File: config.mk
export PLATFORM = sky130hd
export DESIGN_NAME = cache_controller_flat
export DESIGN_NICKNAME = d
export VERILOG_FILES = /design/src/rtl/cache_controller_pkg.sv /design/src/rtl/cache_controller_if.sv /design/src/rtl/cache_controller_sat_counter.sv /design/src/rtl/cache_controller.sv /design/src/flat_wrapper.sv
export SDC_FILE = /design/constraint.sdc
export NUM_CORES = 1
export LEC_CHECK = 0
export ABC_AREA = 1
export ABC_CLOCK_PERIOD_IN_PS = 3900
export BUFFER_PORTS_ARGS = -buffer_cell sky130_fd_sc_hd__buf_2
export CAP_MARGIN = 20
export CORE_ASPECT_RATIO = 0.5
export CORE_MARGIN = 4
export CORE_UTILIZATION = 49
export DETAILED_ROUTE_END_ITERATION = 12
export PLACE_DENSITY = 0.86
export SYNTH_ARGS = -nofsm -noshare
export SYNTH_HDL_FRONTEND = slang
export SYNTH_SLANG_ARGS = --single-unit
File: constraint.sdc
create_clock -name clk -period 3.9 [get_ports clk]
set_input_delay 0.195 -clock clk [delete_from_list [all_inputs] [get_ports clk]]
set_output_delay 0.195 -clock clk [all_outputs]
set_load 0.01 [all_outputs]
File: src/rtl/cache_controller_pkg.sv
// Shared definitions for the data-cache controller.
//   WORD_OFFSET  : number of byte-offset bits dropped from a CPU address
//   ADDR_WIDTH   : default byte-address width
//   DATA_WIDTH   : default word width
//   ctrl_state_t : controller FSM encoding (also exported on the debug port)
package cache_ctrl_pkg;

    localparam int WORD_OFFSET = 2;
    localparam int ADDR_WIDTH  = 32;
    localparam int DATA_WIDTH  = 32;

    typedef enum logic [2:0] {
        IDLE      = 3'd0,
        COMPARE   = 3'd1,
        MEM_READ  = 3'd2,
        MEM_WRITE = 3'd3,
        FILL      = 3'd4,
        RESPOND   = 3'd5
    } ctrl_state_t;

endpackage

File: src/rtl/cache_controller_if.sv
// Bus bundle between the cache controller and its environment
// (CPU memory stage, cache array, memory bus, statistics).
//   master modport : the controller side
//   slave modport  : CPU / cache array / memory side
//
// Handshakes:
//   CPU    - cpu_req is a request pulse/level sampled only while the
//            controller is idle (cpu_busy=0); completion is a single-cycle
//            cpu_ready pulse, with cpu_rdata valid in that same cycle.
//   Memory - mem_req (with mem_we/mem_addr/mem_wdata stable) is held until
//            the cycle in which mem_ack=1; mem_req drops the following cycle.
//            mem_ack while mem_req=0 has no effect.
//   Cache  - cache_hit/cache_rdata are combinational from cache_addr;
//            cache_we is a single-cycle write strobe.
interface cache_controller_if #(
    parameter int ADDR_WIDTH = 32,
    parameter int DATA_WIDTH = 32,
    parameter int CNT_WIDTH  = 16
);
    logic                  cpu_req;
    logic                  cpu_we;
    logic [ADDR_WIDTH-1:0] cpu_addr;
    logic [DATA_WIDTH-1:0] cpu_wdata;
    logic [DATA_WIDTH-1:0] cpu_rdata;
    logic                  cpu_ready;
    logic                  cpu_busy;

    logic [ADDR_WIDTH-1:0] cache_addr;
    logic [DATA_WIDTH-1:0] cache_wdata;
    logic                  cache_we;
    logic [DATA_WIDTH-1:0] cache_rdata;
    logic                  cache_hit;

    logic                  mem_req;
    logic                  mem_we;
    logic [ADDR_WIDTH-1:0] mem_addr;
    logic [DATA_WIDTH-1:0] mem_wdata;
    logic [DATA_WIDTH-1:0] mem_rdata;
    logic                  mem_ack;

    logic [CNT_WIDTH-1:0]  hit_cnt;
    logic [CNT_WIDTH-1:0]  miss_cnt;

    modport master (
        input  cpu_req, cpu_we, cpu_addr, cpu_wdata,
        output cpu_rdata, cpu_ready, cpu_busy,
        output cache_addr, cache_wdata, cache_we,
        input  cache_rdata, cache_hit,
        output mem_req, mem_we, mem_addr, mem_wdata,
        input  mem_rdata, mem_ack,
        output hit_cnt, miss_cnt
    );

    modport slave (
        output cpu_req, cpu_we, cpu_addr, cpu_wdata,
        input  cpu_rdata, cpu_ready, cpu_busy,
        input  cache_addr, cache_wdata, cache_we,
        output cache_rdata, cache_hit,
        input  mem_req, mem_we, mem_addr, mem_wdata,
        output mem_rdata, mem_ack,
        input  hit_cnt, miss_cnt
    );

endinterface

File: src/rtl/cache_controller_sat_counter.sv
// Saturating up-counter used for cache hit/miss statistics.
//   clk     : clock, rising edge
//   rst     : synchronous active-high clear
//   inc_i   : count enable, one increment per cycle while high
//   count_o : current count; sticks at all-ones
module sat_counter #(
    parameter int WIDTH = 16
) (
    input  logic             clk,
    input  logic             rst,
    input  logic             inc_i,
    output logic [WIDTH-1:0] count_o
);

    logic [WIDTH-1:0] count_q;
    logic [WIDTH-1:0] count_d;

    always_comb begin
        count_d = count_q;
        if (inc_i && (count_q != {WIDTH{1'b1}})) begin
            count_d = count_q + 1'b1;
        end
    end

    always_ff @(posedge clk) begin
        if (rst) begin
            count_q <= '0;
        end else begin
            count_q <= count_d;
        end
    end

    assign count_o = count_q;

endmodule

File: src/rtl/cache_controller.sv
// Controller for an 8-line direct-mapped, word-granular data cache.
// Loads hit in the cache or fetch from memory and fill the line; stores
// are write-through with write-allocate (memory write, then cache update).
//   clk     : clock, rising edge
//   rst     : synchronous active-high reset
//   bus     : cache_controller_if.master (CPU, cache array, memory, counters)
//   state_o : current FSM state, for observation
module cache_controller #(
    parameter int ADDR_WIDTH = cache_ctrl_pkg::ADDR_WIDTH,
    parameter int DATA_WIDTH = cache_ctrl_pkg::DATA_WIDTH,
    parameter int CNT_WIDTH  = 16
) (
    input  logic                        clk,
    input  logic                        rst,
    cache_controller_if.master          bus,
    output cache_ctrl_pkg::ctrl_state_t state_o
);

    import cache_ctrl_pkg::*;

    // Byte-offset bits are forced to zero when the address is latched, so
    // the cache and memory always see a word-aligned address.
    localparam logic [ADDR_WIDTH-1:0] LOW_MASK = ADDR_WIDTH'((1 << WORD_OFFSET) - 1);

    ctrl_state_t           state_q, state_d;
    logic [ADDR_WIDTH-1:0] addr_q,  addr_d;
    logic                  we_q,    we_d;
    logic [DATA_WIDTH-1:0] wdata_q, wdata_d;
    logic [DATA_WIDTH-1:0] rdata_q, rdata_d;

    logic hit_inc;
    logic miss_inc;

    always_comb begin
        state_d = state_q;
        addr_d  = addr_q;
        we_d    = we_q;
        wdata_d = wdata_q;
        rdata_d = rdata_q;
        case (state_q)
            IDLE: begin
                if (bus.cpu_req) begin
                    addr_d  = bus.cpu_addr & ~LOW_MASK;
                    we_d    = bus.cpu_we;
                    wdata_d = bus.cpu_wdata;
                    state_d = COMPARE;
                end
            end
            COMPARE: begin
                if (we_q) begin
                    state_d = MEM_WRITE;
                end else if (bus.cache_hit) begin
                    rdata_d = bus.cache_rdata;
                    state_d = RESPOND;
                end else begin
                    state_d = MEM_READ;
                end
            end
            MEM_READ: begin
                if (bus.mem_ack) begin
                    rdata_d = bus.mem_rdata;
                    state_d = FILL;
                end
            end
            MEM_WRITE: begin
                if (bus.mem_ack) begin
                    state_d = FILL;
                end
            end
            FILL:    state_d = RESPOND;
            RESPOND: state_d = IDLE;
            default: state_d = IDLE;
        endcase
    end

    always_ff @(posedge clk) begin
        if (rst) begin
            state_q <= IDLE;
            addr_q  <= '0;
            we_q    <= 1'b0;
            wdata_q <= '0;
            rdata_q <= '0;
        end else begin
            state_q <= state_d;
            addr_q  <= addr_d;
            we_q    <= we_d;
            wdata_q <= wdata_d;
            rdata_q <= rdata_d;
        end
    end

    // Statistics are only counted for loads, on the COMPARE cycle.
    assign hit_inc  = (state_q == COMPARE) && !we_q &&  bus.cache_hit;
    assign miss_inc = (state_q == COMPARE) && !we_q && !bus.cache_hit;

    sat_counter #(.WIDTH(CNT_WIDTH)) u_hit_cnt (
        .clk     (clk),
        .rst     (rst),
        .inc_i   (hit_inc),
        .count_o (bus.hit_cnt)
    );

    sat_counter #(.WIDTH(CNT_WIDTH)) u_miss_cnt (
        .clk     (clk),
        .rst     (rst),
        .inc_i   (miss_inc),
        .count_o (bus.miss_cnt)
    );

    // Strobes are decoded straight from the state register, so a reset
    // removes them in the very next cycle.
    assign bus.cpu_busy    = (state_q != IDLE);
    assign bus.cpu_ready   = (state_q == RESPOND);
    assign bus.cpu_rdata   = rdata_q;
    assign bus.cache_addr  = addr_q;
    assign bus.cache_we    = (state_q == FILL);
    // A fill after a store writes the store data; after a load, the word
    // fetched from memory (held in rdata_q).
    assign bus.cache_wdata = we_q ? wdata_q : rdata_q;
    assign bus.mem_req     = (state_q == MEM_READ) || (state_q == MEM_WRITE);
    assign bus.mem_we      = (state_q == MEM_WRITE);
    assign bus.mem_addr    = addr_q;
    assign bus.mem_wdata   = wdata_q;
    assign state_o         = state_q;

endmodule

File: src/flat_wrapper.sv
// flat-port wrapper written by rule: the top's interface ports become plain ports
module cache_controller_flat import cache_ctrl_pkg::*;
#(
    parameter int ADDR_WIDTH = cache_ctrl_pkg::ADDR_WIDTH,
    parameter int DATA_WIDTH = cache_ctrl_pkg::DATA_WIDTH,
    parameter int CNT_WIDTH  = 16
)
  (clk, rst, state_o, bus_cpu_req, bus_cpu_we, bus_cpu_addr, bus_cpu_wdata, bus_cpu_rdata, bus_cpu_ready, bus_cpu_busy, bus_cache_addr, bus_cache_wdata, bus_cache_we, bus_cache_rdata, bus_cache_hit, bus_mem_req, bus_mem_we, bus_mem_addr, bus_mem_wdata, bus_mem_rdata, bus_mem_ack, bus_hit_cnt, bus_miss_cnt);
  cache_controller_if #(.ADDR_WIDTH(ADDR_WIDTH), .DATA_WIDTH(DATA_WIDTH), .CNT_WIDTH(CNT_WIDTH)) bus_i ();
  input  logic clk;
  input  logic rst;
  output cache_ctrl_pkg::ctrl_state_t state_o;
  input wire logic [$bits(bus_i.cpu_req)-1:0] bus_cpu_req;
  input wire logic [$bits(bus_i.cpu_we)-1:0] bus_cpu_we;
  input wire logic [$bits(bus_i.cpu_addr)-1:0] bus_cpu_addr;
  input wire logic [$bits(bus_i.cpu_wdata)-1:0] bus_cpu_wdata;
  output wire logic [$bits(bus_i.cpu_rdata)-1:0] bus_cpu_rdata;
  output wire logic [$bits(bus_i.cpu_ready)-1:0] bus_cpu_ready;
  output wire logic [$bits(bus_i.cpu_busy)-1:0] bus_cpu_busy;
  output wire logic [$bits(bus_i.cache_addr)-1:0] bus_cache_addr;
  output wire logic [$bits(bus_i.cache_wdata)-1:0] bus_cache_wdata;
  output wire logic [$bits(bus_i.cache_we)-1:0] bus_cache_we;
  input wire logic [$bits(bus_i.cache_rdata)-1:0] bus_cache_rdata;
  input wire logic [$bits(bus_i.cache_hit)-1:0] bus_cache_hit;
  output wire logic [$bits(bus_i.mem_req)-1:0] bus_mem_req;
  output wire logic [$bits(bus_i.mem_we)-1:0] bus_mem_we;
  output wire logic [$bits(bus_i.mem_addr)-1:0] bus_mem_addr;
  output wire logic [$bits(bus_i.mem_wdata)-1:0] bus_mem_wdata;
  input wire logic [$bits(bus_i.mem_rdata)-1:0] bus_mem_rdata;
  input wire logic [$bits(bus_i.mem_ack)-1:0] bus_mem_ack;
  output wire logic [$bits(bus_i.hit_cnt)-1:0] bus_hit_cnt;
  output wire logic [$bits(bus_i.miss_cnt)-1:0] bus_miss_cnt;
  assign bus_i.cpu_req = bus_cpu_req;
  assign bus_i.cpu_we = bus_cpu_we;
  assign bus_i.cpu_addr = bus_cpu_addr;
  assign bus_i.cpu_wdata = bus_cpu_wdata;
  assign bus_cpu_rdata = bus_i.cpu_rdata;
  assign bus_cpu_ready = bus_i.cpu_ready;
  assign bus_cpu_busy = bus_i.cpu_busy;
  assign bus_cache_addr = bus_i.cache_addr;
  assign bus_cache_wdata = bus_i.cache_wdata;
  assign bus_cache_we = bus_i.cache_we;
  assign bus_i.cache_rdata = bus_cache_rdata;
  assign bus_i.cache_hit = bus_cache_hit;
  assign bus_mem_req = bus_i.mem_req;
  assign bus_mem_we = bus_i.mem_we;
  assign bus_mem_addr = bus_i.mem_addr;
  assign bus_mem_wdata = bus_i.mem_wdata;
  assign bus_i.mem_rdata = bus_mem_rdata;
  assign bus_i.mem_ack = bus_mem_ack;
  assign bus_hit_cnt = bus_i.hit_cnt;
  assign bus_miss_cnt = bus_i.miss_cnt;
  cache_controller #(.ADDR_WIDTH(ADDR_WIDTH), .DATA_WIDTH(DATA_WIDTH), .CNT_WIDTH(CNT_WIDTH)) u_core (.clk(clk), .rst(rst), .bus(bus_i), .state_o(state_o));
endmodule
### After elaboration in Yosys (flattened, before gate mapping)

Cells that the tools add are included.

| storage, ports and cells | value |
|---|---|
| bits in registers | 130 |
| input bits | 134 |
| output and inout port bits | 200 |
| logic and storage cells | 46 |

| operators by class | value |
|---|---|
| add/subtract/negate cells | 2 |
| equality and inequality tests | 12 |
| multiplexer cells | 10 |
| reduce and logical (&&, ||, !) cells | 15 |

Operators with widths:

| cell | number |
|---|---|
| 32-bit 2-to-1 mux | 4 |
| 32-bit case mux with 2 select lines | 1 |
| 16-bit by 1-bit adder with 16-bit output (second input constant) | 2 |
| 16-bit != test (second input constant) | 2 |
| 3-bit 2-to-1 mux | 4 |
| 3-bit case mux with 4 select lines | 1 |
| 2-bit != test (second input constant) | 4 |
| 3-bit by 2-bit equality test with 1-bit output (second input constant) | 2 |
| 3-bit equality test (second input constant) | 2 |
| 1-bit logical AND | 5 |
| 2-bit AND reduction | 2 |
| 4-bit AND reduction | 1 |
| 3-bit by 1-bit equality test with 1-bit output (second input constant) | 1 |
| 3-bit zero test | 1 |
| 3-bit nonzero test | 1 |
| 1-bit zero test | 2 |
| 2-bit by 1-bit != test with 1-bit output (second input constant) | 1 |
| 2-bit nonzero test | 1 |
| 2-bit OR reduction | 1 |
| 1-bit logical OR | 1 |

### Longest topological paths before layout

| depth | value |
|---|---|
| depth in word-level cells | 4 |
| gate-level depth with buffers | 9 |
| mapped depth without buffers | 9 |

### Modules after synthesis

Synthesis repeated with hierarchy kept, for this count alone.

| unflattened totals | value |
|---|---|
| cell total of the unflattened synthesis | 1030 |
| area total of the unflattened synthesis | 6727.7 um^2 |

Modules (own cells, without submodules):

| module | times used | cells an instance | area an instance (um^2) | seq. area each (um^2) |
|---|---|---|---|---|
| cache_controller | 1 | 732 | 4868.4 | 1961.9 |
| sat_counter | 2 | 149 | 929.6 | 320.3 |

### Least setup slack after synthesis

OpenSTA, ideal clock, no wires.

| path | value |
|---|---|
| path type | reg-to-reg |
| from | register u_core.u_hit_cnt.count_q[0], in the netlist u_core.u_hit_cnt.count_o[0] |
| to | register u_core.u_hit_cnt.count_q[13], in the netlist u_core.u_hit_cnt.count_o[13] |
| library setup time | 0.115 ns |
| arrival time | 1.495 ns |
| data required time | 3.785 ns |
| setup slack | 2.290 ns |
| cell stages (with the launch flop) | 8 |
| buffers on the path | 1 |
| period minus slack after synthesis | 1.610 ns |
| cells stage by stage | dfxtp_1 > ha_1 > nand3_1 > nor2_1 > nand3b_1 > buf_2 > a21oi_1 > nor2_1 |

| between the ends | value |
|---|---|
| cells in the longest elaborated chain, start to end | 2 |
| elaborated cells between the ends (all ways) | 3 |
| those cells by class | 1 x add/sub; 1 x eq/ne; 1 x reduce/logical |

RTL lines:

| what | line | RTL |
|---|---|---|
| start: declaration | cache_controller_sat_counter.sv:15 | `logic [WIDTH-1:0] count_q;` |
| start signal: assignment | cache_controller_sat_counter.sv:29 | `count_q <= count_d;` |
| branches (longest 2 deep; another with 16-bit by 1-bit adder with 16-bit output) | -- |  |

Several ways; the timed one is not identified.
A chain may end at the register's enable or synchronous reset.

### Worst setup path after layout

| path | value |
|---|---|
| from | register u_core.state_q[1], in the netlist u_core.state_o[1] |
| to | register u_core.rdata_q[19], in the netlist u_core.bus.cpu_rdata[19] |

| between the ends | value |
|---|---|
| cells in the longest elaborated chain, start to end | 3 |
| elaborated cells between the ends (all ways) | 8 |
| those cells by class | 5 x eq/ne; 1 x mux; 2 x reduce/logical |

RTL lines:

| what | line | RTL |
|---|---|---|
| start: declaration | cache_controller.sv:25 | `ctrl_state_t state_q, state_d;` |
| start signal: assignment | cache_controller.sv:84 | `state_q <= state_d;` |
| 3-bit by 1-bit equality test with 1-bit output / 3-bit by 2-bit equality test with 1-bit output (equally long branches) | cache_controller.sv:40 | `case (state_q)` |
| 2-bit != test (no source line) / 2-bit nonzero test (equally long branches) | -- |  |
| 4-bit AND reduction (no source line) | -- |  |
| end signal: assignment | cache_controller.sv:88 | `rdata_q <= rdata_d;` |
| end: declaration | cache_controller.sv:29 | `logic [DATA_WIDTH-1:0] rdata_q, rdata_d;` |

Several ways; a longest one is shown, not always the timed one.

==> flow_results.org <==
** Detailed routing
- Router iterations before antenna repair :: 6
- Routed len/inst :: 14.7 µm
- For this block, the initial DRC count from the detailed router was 485.
- Wires add up to 20700 µm.
- Detailed routing inserted a total of 7118 vias.
- Post-detailed-route count of antenna-violating nets :: 0
- After detailed routing, the number of vias per cell comes to 5.04.
- After detailed routing, the number of remaining DRC violations is 0.

** Cells and area
- The sequential cells in the finished layout cover a total of 2600 µm².
- Most common cell after layout, fill and taps aside :: sky130_fd_sc_hd__buf_2
- The filler cells instantiated in the layout total 1144.
- Multi-input gate area in the final layout :: 2950 µm²
- Of the cells placed in the final design, the portion with a size suffix greater than 1 is 0.305.
- Nets :: 1364
- Leaving out fill and tap cells, the most frequent cells in the layout are 327 x sky130_fd_sc_hd__buf_2, 189 x sky130_fd_sc_hd__nand2_1, 139 x sky130_fd_sc_hd__nor2_1.
- Relative to the synthesized area, the layout overhead comes to 31.5%.

** Setup path
- Startpoint type of the worst setup path :: flop
- The critical path starts at u_core.state_o[1].
- For the worst flop-to-flop path, the logic depth is 8.
- CP Class :: reg2reg
- Walking the worst path, the cells encountered are inv_2 -> nor2_8 -> nand2_4 -> nor2_2 -> a21oi_4 -> inv_2 -> nor2_1 -> nor2_1.
- Crit-path slowest cell :: sky130_fd_sc_hd__dfxtp_1
- The critical path ends at u_core.bus.cpu_rdata[19].
- WP data required :: 4.22 ns
- In this run the register-to-register setup slack is 1.50 ns.
- In this run the worst path has a maximum fanout of 36.
- Critical path data arrival time :: 2.72 ns
- The worst register-to-register path ends at u_core.bus.cpu_rdata[19].
- STA classifies the critical path endpoint as a flop.
- Reg-to-reg startpoint :: u_core.state_o[1]
- In this design, the stage delay of the slowest critical-path cell is 0.47 ns.

** Floorplanning
- I/O pin count :: 334
- Overall die width :: 169 µm
- Standard-cell row count :: 29
- After floorplanning, the core was sized to cover 12700 µm².
- Starting Density :: 0.502
- Measured along the y axis, the die boundary spans 88.7 µm.
- The floorplan step defined a die boundary enclosing 15000 µm².

** Timing
- The number of hold-slack violations in the final timing report came to 0.
- Total Neg Setup Slack :: 0 ns
- Final setup violation count :: 0
- Maximum clock frequency :: 0.416 GHz
- Worst slew margin relative to its limit :: 0.408
- Of the available clock period, the critical path in the final layout requires 0.616.
- Setup repair after global routing missed its margin :: false
- Number of max-slew violations in the final report :: 0
- Measured slew at the worst slew-check pin :: 0.886 ns
- Clock period minus final worst setup slack :: 2.40 ns
- The tightest hold path in the finished design has a slack of 0.0775 ns.
- On the final layout, the worst clock skew is 0.0114 ns.

** CTS
- CTS built an H-tree with a depth of 4.
- Resize count post-CTS :: 0
- Buffer type at the clock tree root :: sky130_fd_sc_hd__clkbuf_16
- CTS tree :: yes
- Clock sink count :: 130
- After clock tree synthesis, the clock-pin slew on the worst setup and hold paths is 0.06 ns.
- In this run, post-CTS hold repair placed 0 buffers.
- Clock tree synthesis inserted a total of 17 buffers.
- The number of setup buffers added after CTS is 0.
- The longest clock path from root to sink contains 2 buffers.
- Clock latency on the worst-skew pair :: 0.39 ns

** Pwr
- Maximum ir drop on the vdd rail :: 0.366 mV
- Summed over all cells, the static leakage comes to 0.00429 µW.
- Pwr/cell area :: 570 nW/µm²

** Yosys
- The synthesized netlist contains 32 unique library cells.
- Of the total synthesized cell area, the portion taken by full adders, half adders and majority gates is 0.00392.
- Yosys printed 0 warnings.
- Synthesis produced 958 cells.
- Post-synthesis xor/xnor area fraction :: 0.00686
- A synthesized cell averages 6.66 µm².
- Of the synthesized area, sequential elements account for 0.408.
- Mux contribution to synthesized area :: 0
- Compound-Gate Fraction of Synth Area :: 0.182
- By area, the combinational part of the netlist is dominated by simple AND/OR/NAND/NOR gates.
- Of the total synthesized cell area, the portion taken by AND, OR, NAND and NOR gates is 0.265.
- After synthesis the cells add up to 6380 µm².
- Number of register bits inferred by synthesis :: 130

** Placed design
- DP HPWL :: 15500 µm
- In this run the tool buffered the top-level ports with 327 buffer cells.
- At the end of routability-driven placement, the weighted congestion stood at 0.918.

** Global route
- After global routing the overflow that remains totals 0.
- Number of antenna violations at the first check in global routing :: 0
- Entering global routing, the biggest net connects 93 pins.
- The via count of the first global-routing pass was 6470.
- The first global-routing pass estimated 31500 µm of wire.
- Across every metal layer, demand over resource in global routing totals 0.256.

** Min path
- Worst min-delay path category :: in2reg

** Job
- Across the run, the number of max-cap violations was 0.

** Outcome
- The flow ran to the end, and the final reports show no timing, DRC or antenna violations.
-- cells by family after synthesis --
| logic type | Yosys count |
|---|---|
| AO/OA/AOI/OAI | 228 |
| XOR/XNOR | 5 |
| adder cells (fa/ha/maj) | 2 |
| buffers and inverters | 181 |
| flip-flops | 130 |
| other | 1 |
| AND/OR/NAND/NOR | 411 |
-- metal layers --
layer  global-route usage  share of wire  up-vias
met5                    0              0        -
met4               0.0745          0.017        0
met3               0.0549          0.064       33
met2                0.455           0.49      261
met1                0.317           0.42     3250
li1                     -              -     3574
-- how the worst min path moves through the flow --
stage | to | cells after the start | slack (ns) | from
2_1_floorplan | u_core.state_o[0] | 2 | 0.35 | rst
3_3_place_gp | u_core.bus.cache_addr[12] | 2 | 0.44 | u_core.bus.cache_addr[12]
3_5_place_dp | u_core.bus.cache_addr[9] | 2 | 0.45 | u_core.bus.cache_addr[9]
4_1_cts | u_core.bus.mem_wdata[0] | 3 | 0.07 | bus_cpu_wdata[0]
5_1_grt | u_core.bus.cache_addr[9] | 3 | 0.09 | bus_cpu_addr[9]
6_report | u_core.bus.mem_wdata[0] | 3 | 0.08 | bus_cpu_wdata[0]
-- critical path, delay by kind of cell, from the launching register on --
kind / cells / cell delay [ns]
DFF: 1 / 0.47
buffers and inverters: 2 / 0.56
AOI/OAI and AO/OA: 1 / 0.05
and+or+nand+nor: 5 / 1.24
-- Yosys cell counts --
cell type                  number  area share
sky130_fd_sc_hd__nand4_1        5      0.0049
sky130_fd_sc_hd__inv_2          4      0.0024
sky130_fd_sc_hd__nor3_1         6      0.0047
sky130_fd_sc_hd__dfxtp_1      130        0.41
sky130_fd_sc_hd__a21oi_1       88       0.069
sky130_fd_sc_hd__nor2_2         5      0.0049
sky130_fd_sc_hd__and2_1         1     0.00098
sky130_fd_sc_hd__o21bai_1       1      0.0012
sky130_fd_sc_hd__inv_1         93       0.055
sky130_fd_sc_hd__a31oi_1        2      0.0020
sky130_fd_sc_hd__nand2_4        1      0.0018
sky130_fd_sc_hd__o21ai_0      102       0.080
sky130_fd_sc_hd__o21a_1         1      0.0012
sky130_fd_sc_hd__o22ai_1        1     0.00098
sky130_fd_sc_hd__buf_4         37       0.044
sky130_fd_sc_hd__ha_1           2      0.0039
sky130_fd_sc_hd__nor2_1       139       0.082
sky130_fd_sc_hd__nor2_8         1      0.0031
sky130_fd_sc_hd__o211ai_1       1      0.0012
sky130_fd_sc_hd__nand3_1       61       0.048
sky130_fd_sc_hd__buf_6          3      0.0053
sky130_fd_sc_hd__buf_1          8      0.0047
sky130_fd_sc_hd__o21ai_1       31       0.024
sky130_fd_sc_hd__nand3b_1       2      0.0024
sky130_fd_sc_hd__conb_1         1     0.00059
sky130_fd_sc_hd__nand3_2        1      0.0016
sky130_fd_sc_hd__clkbuf_1      29       0.017
sky130_fd_sc_hd__buf_2          7      0.0055
sky130_fd_sc_hd__xnor2_1        2      0.0027
sky130_fd_sc_hd__nand2_1      189        0.11
sky130_fd_sc_hd__a21oi_4        1      0.0026
sky130_fd_sc_hd__xor2_1         3      0.0041
-- sequential cells by signal, indices dropped and copies added (netlist names) --
| register | cells |
|---|---|
| u_core.bus.cache_addr | 30 |
| u_core.state_o | 3 |
| u_core.bus.cpu_rdata | 32 |
| u_core.bus.mem_wdata | 32 |
| u_core.u_miss_cnt.count_o | 16 |
| u_core.we_q | 1 |
| u_core.u_hit_cnt.count_o | 16 |
-- metrics by stage --
stage | utilization | power (µW) | cells | cell area [µm²] | setup slack, ns
final | 0.660 | 4780 | 1412 | 8390 | 1.50
after global routing | 0.660 | 5050 | 1411 | 8390 | 1.26
after CTS | 0.660 | 4800 | 1411 | 8390 | 1.52
after detailed placement | 0.615 | 3240 | 1379 | 7800 | 1.54
after global placement | 0.615 | 3190 | 1379 | 7800 | 1.63
after floorplan | - | 2690 | 961 | 6390 | 2.29
-- report_power, final --
part	internal (µW)	switching, µW	total (µW)
logic	523	955	1480
registers	1560	187	1750
clock network	958	598	1560
total	3040	1740	4780
-- final cells by class --
class	count	area share
Multi-Input combinational cell	650	0.352
Sequential cell	130	0.310
Timing Repair Buffer	332	0.200
Clock buffer	19	0.0528
Inverter	97	0.0434
Tap cell	170	0.0254
Clock inverter	13	0.0164
Antenna cell	1	0.000298
Note: power is estimated with default switching activity, not from simulation.
